`src/rtl/fetch_unit.sv`:
```
// Instruction fetch stage: owns the PC, drives instruction_memory, captures into IF/ID.
// Optional FETCH_PERF_CNT_EN adds perf_fetched / perf_stalls counters.
module fetch_unit #(
   parameter logic [31:0] RESET_PC  = 32'h00000000,
   parameter logic [31:0] NOP_INSTR = 32'h00000013
) (
   input  logic        clk,
   input  logic        rst,
   input  logic        stall,
   input  logic        redirect_valid,
   input  logic [31:0] redirect_target,
   output logic [31:0] imem_addr,
   input  logic [31:0] imem_data,
   output logic [31:0] if_pc,
   output logic [31:0] if_instr,
   output logic        if_valid,
   output logic        fault
`ifdef FETCH_PERF_CNT_EN
   ,
   output logic [31:0] perf_fetched,
   output logic [31:0] perf_stalls
`endif
);

   typedef enum logic [1:0] {
      BOOT  = 2'd0,
      RUN   = 2'd1,
      FAULT = 2'd2
   } state_t;

   typedef struct packed {
      logic [31:0] pc;
      logic [31:0] instr;
      logic        valid;
   } ifid_t;

   state_t      state, state_nxt;
   logic [31:0] pc;
   ifid_t       ifid;

   logic        do_redirect;
   logic        do_capture;
   logic        do_stall;
   logic        misaligned;

   assign misaligned = (redirect_target[1:0] != 2'b00);

   // state register
   always_ff @(posedge clk) begin
      if (rst) state <= BOOT;
      else     state <= state_nxt;
   end

   // next-state logic
   always_comb begin
      state_nxt = state;
      case (state)
         BOOT:    state_nxt = RUN;
         RUN:     if (redirect_valid && misaligned) state_nxt = FAULT;
         FAULT:   state_nxt = FAULT;
         default: state_nxt = BOOT;
      endcase
   end

   // control decode; redirect outranks stall, and only RUN acts on either
   always_comb begin
      do_redirect = 1'b0;
      do_capture  = 1'b0;
      do_stall    = 1'b0;
      fault       = 1'b0;
      case (state)
         RUN: begin
            do_redirect = redirect_valid;
            do_stall    = !redirect_valid && stall;
            do_capture  = !redirect_valid && !stall;
         end
         FAULT:   fault = 1'b1;
         default: ;
      endcase
   end

   // PC and IF/ID register; a misaligned target is still loaded so the trap PC is visible
   always_ff @(posedge clk) begin
      if (rst) begin
         pc         <= RESET_PC;
         ifid.pc    <= 32'h0;
         ifid.instr <= NOP_INSTR;
         ifid.valid <= 1'b0;
      end else if (do_redirect) begin
         pc         <= redirect_target;
         ifid.pc    <= 32'h0;
         ifid.instr <= NOP_INSTR;
         ifid.valid <= 1'b0;
      end else if (do_capture) begin
         pc         <= pc + 32'd4;
         ifid.pc    <= pc;
         ifid.instr <= imem_data;
         ifid.valid <= 1'b1;
      end
   end

   assign imem_addr = pc;
   assign if_pc     = ifid.pc;
   assign if_instr  = ifid.instr;
   assign if_valid  = ifid.valid;

`ifdef FETCH_PERF_CNT_EN
   always_ff @(posedge clk) begin
      if (rst) begin
         perf_fetched <= 32'h0;
         perf_stalls  <= 32'h0;
      end else begin
         if (do_capture) perf_fetched <= perf_fetched + 32'd1;
         if (do_stall)   perf_stalls  <= perf_stalls + 32'd1;
      end
   end
`else
   logic unused_stall;
   assign unused_stall = do_stall;
`endif

endmodule

```
`config.mk`:
```
export PLATFORM = sky130hd
export DESIGN_NAME = fetch_unit
export DESIGN_NICKNAME = d
export VERILOG_FILES = /design/src/rtl/fetch_unit.sv
export SDC_FILE = /design/constraint.sdc
export NUM_CORES = 1
export LEC_CHECK = 0
export BUFFER_PORTS_ARGS = -buffer_cell sky130_fd_sc_hd__buf_2
export CORE_MARGIN = 2
export CORE_UTILIZATION = 52
export CTS_CLUSTER_DIAMETER = 150
export DETAILED_ROUTE_END_ITERATION = 10
export PLACE_DENSITY = 0.92
export SLEW_MARGIN = 20
export SYNTH_ARGS = -nofsm -noshare
export SYNTH_HDL_FRONTEND = slang
export SYNTH_SLANG_ARGS = --single-unit
```
`constraint.sdc`:
```
create_clock -name clk -period 3.5 [get_ports clk]
set_input_delay 0.175 -clock clk [delete_from_list [all_inputs] [get_ports clk]]
set_output_delay 0.175 -clock clk [all_outputs]
set_load 0.02 [all_outputs]
```
==> run summary <==
The distinct cell type count of the synthesized netlist is 53. For this configuration, the core starts out at a cell density of 0.528. Based on the critical path, the design can be clocked at up to 0.385 GHz. The routed length per instance is 14.7 um. CTS saw 99 sinks. The setup slack after layout came out at 0.903 ns.

The combinational power share is 0.271. The fraction of layout instances using a drive strength above 1 came out at 0.305. The placed standard-cell area came out at 5120 um2.

The static leakage power came out at ~2.3 nW. The total count of max-transition violations in the final report came out at 0. The share of flip-flops with an asynchronous set or reset after synthesis came out at 0. The final hold violation count came out at 0. The tightest min-delay check is of the primary input to register type. The cell family contributing the most delay on the critical path is simple AND/OR/NAND/NOR gates.

The Yosys warning count came out at 0. The final period demand of the worst path came out at 2.60 ns. The CTS H-tree depth came out at 3.

The largest single stage delay on the critical path is ~0.60 ns. The run finished with clean final reports. The layout overhead on the synthesized area is 24.8%. The completed layout was analyzed and its total power is 3.01 mW. The boundary pin count came out at approximately 170. Detailed placement finished with a half-perimeter wire length of approximately 8400 um. The antenna cell count came out at 0. The share of the synthesized area in the top cell type is 0.464. Walking the worst path, the cells encountered are inv_1 -> ha_1 -> nor2b_1 -> nand2b_2 -> or3_1 -> a31oi_1.

Measured along the y axis, the die boundary spans 94.6 um. For the pin with the worst max-slew slack, the measured transition is 0.940 ns. The share of the cycle needed by the critical path after routing is 0.742.

The root buffer cell chosen for the clock tree is sky130_fd_sc_hd__clkbuf_8. The cell with the biggest individual delay on the critical path is sky130_fd_sc_hd__nand2b_2. TritonCTS created 9 clock buffers. The maximum number of pins on one net before global-route repair is 48.

STA classifies the critical path startpoint as a register. In this run the cell area of the synthesized design comes to 4270 um2. The library cells used most frequently in the layout, excluding fill and tap cells, are sky130_fd_sc_hd__buf_2, sky130_fd_sc_hd__nand2_1, sky130_fd_sc_hd__dfxtp_1. The synthesized design contains 0 enable-type register cells. The fraction of power consumed by sequential logic is 0.474. The DRC violation total after the first TritonRoute iteration is about 280.

In this run the deepest clock path goes through 2 buffers. The worst vdd rail ir drop came out at about 380 uV. The total power per unit cell area came out at 566 nW/um2. In this run, placement finished with an instance count of 775. The clock slew seen by the registers of the worst setup and hold paths is approximately 0.11 ns. The total global routing overflow came out at 0. The number of buffers and inverters on the critical path came out at 1. The residual antenna-violating net count after detailed routing is 0. The total die area is around 9000 um2. In this run the core area contains 33 standard-cell rows. At the end of the flow the core is filled with cells to 0.658. The per-instance average area after synthesis is 7.98 um2. The sequential area share after synthesis is 0.464. The post-synthesis instance total came out at ~540. The wire length of the first global-routing pass is 18400 um. The number of port buffers came out at 165. The final route contains 4379 vias. The final-layout worst hold slack came out at 0.0194 ns. After detailed routing, the total wire length is about 12000 um. The placeable core region came out at 8090 um2. The all-layer global routing usage came out at 0.257. Clock latency on the worst-skew pair, taken at its later pin, is 0.37 ns.

The net count of the finished layout is 753. The critical setup path kind is register to register. The library cell used most frequently in the layout, excluding fill and tap cells, is sky130_fd_sc_hd__buf_2.

The max-capacitance violation count is 0. The clock network power share is 0.255. TritonCTS built the clock tree. The critical path data required time came out at 3.80 ns.

In the routed design, unresolved DRC markers number 0. After routing, the total negative slack on setup checks comes to 0 ns. The switching share of power came out at 0.378. For this run, the detailed router's first-pass iteration total came to 7. The post-cts sizing count is 0.

The number of cells in the finished layout apart from fillers is 791. The worst endpoint data arrival time came out at slightly below 3 ns. The total internal power came out at 1.87 mW. The count of hold-fix buffers inserted at cts came out at 0. In this run the tightest slew margin relative to its limit is 0.373.

The total of endpoints with negative setup slack in the final report came out at 0. The routability congestion estimate is roughly 0.9. The switching power summed over all nets is about 1.1 mW. The most used flip-flop cell after synthesis is sky130_fd_sc_hd__dfxtp_1. The top cell type by total area after synthesis is sky130_fd_sc_hd__dfxtp_1.

The initial antenna violation count is 0. The chip width is about 95 um. Using the TritonRoute via totals, the vias-per-cell ratio works out to 5.54. The endpoint type of the worst setup path is a register. Clock skew on the completed layout was measured at between 0.02 and 0.025 ns.

Counting flops and latches in the post-synthesis netlist gives 99. When the netlist entered floorplanning its net count stood at between 600 and 700. The post-CTS setup-driven buffer insertion count came out at 0.

The via count of the first global-routing pass is a little under 4000. Setup repair after global routing left no endpoint under its margin. The finished cells cover 5330 um2. Yosys attributes the largest share of cell area to sky130_fd_sc_hd__dfxtp_1, sky130_fd_sc_hd__nand2_1, sky130_fd_sc_hd__a21oi_1. The highest net fanout along the worst path came out at 47.

The worst slack at placement is 0.937 ns.
[per-layer routing]
layer  track usage  vias up  part of all wire
met5             0        -                 0
met4        0.0845        0             0.022
met3        0.0479       29             0.084
met2         0.436      205              0.48
met1         0.330     2018              0.42
li1              -     2127                 -
[tightest hold or removal path: cells and delay by family]
kind          cells  cell delay [ns]
simple gates      2             0.10
buf+inv           1             0.07
[path summary, 6_finish.rpt]
path	from	slack (ns)	cells after the start	to
max	state[1]	0.90	6	imem_addr[17]
min	imem_data[0]	0.02	3	if_instr[0]
max reg2reg	state[1]	0.90	6	imem_addr[17]
min reg2reg	if_pc[9]	0.46	2	if_pc[9]
[cells by family (layout without fill, tap and decap cells)]
group | count (synthesis) | after routing | synth area share
AOI/OAI and AO/OA | 119 | 119 | 0.168
adders and majority gates | 4 | 4 | 0.0117
xor gates and xnor gates | 15 | 15 | 0.0308
and+or+nand+nor | 256 | 256 | 0.280
DFF | 99 | 99 | 0.464
muxes | 2 | 2 | 0.00469
buffers and inverters | 40 | 191 | 0.0402
[layout make-up]
type	count	area, um2
clock buffer	9	124
clock inverter	7	81.3
fill	703	2760
inverter	5	18.8
multi-input combinational	396	2130
sequential	99	1980
tap	105	131
timing repair buffer	170	863
[synth_stat cells, drive strengths merged, types with 2 or more instances]
master and number:
nand4 12, nand3 17, nand2 154, o21ai 5, and2 4, a31oi 2
and3 6, a22o 2, or3 3, nor2 37, o22ai 2, a211oi 17
nand2b 3, buf 13, a22oi 3, xor2 8, xnor2 7, nor4 6
or2 2, nor3 8, ha 4, inv 5, a41o 2, mux2i 2
clkbuf 21, o211ai 3, a21oi 73, dfxtp 99, a311oi 3
[state kept, by name, indices dropped and copies added (netlist names)]
| signal | flops |
|---|---|
| imem_addr | 32 |
| state | 2 |
| if_valid | 1 |
| if_pc | 32 |
| if_instr | 32 |
[power groups by stage]
stage                     logic (mW)  registers [mW]  clock network (mW)
after floorplan                0.436            1.54                   0
after global placement         0.781            1.44                   0
after detailed placement       0.815            1.45                   0
after CTS                      0.818            1.42               0.774
after global routing           0.891            1.45               0.815
final                          0.817            1.43               0.768
(Power assumes the default switching activity.)
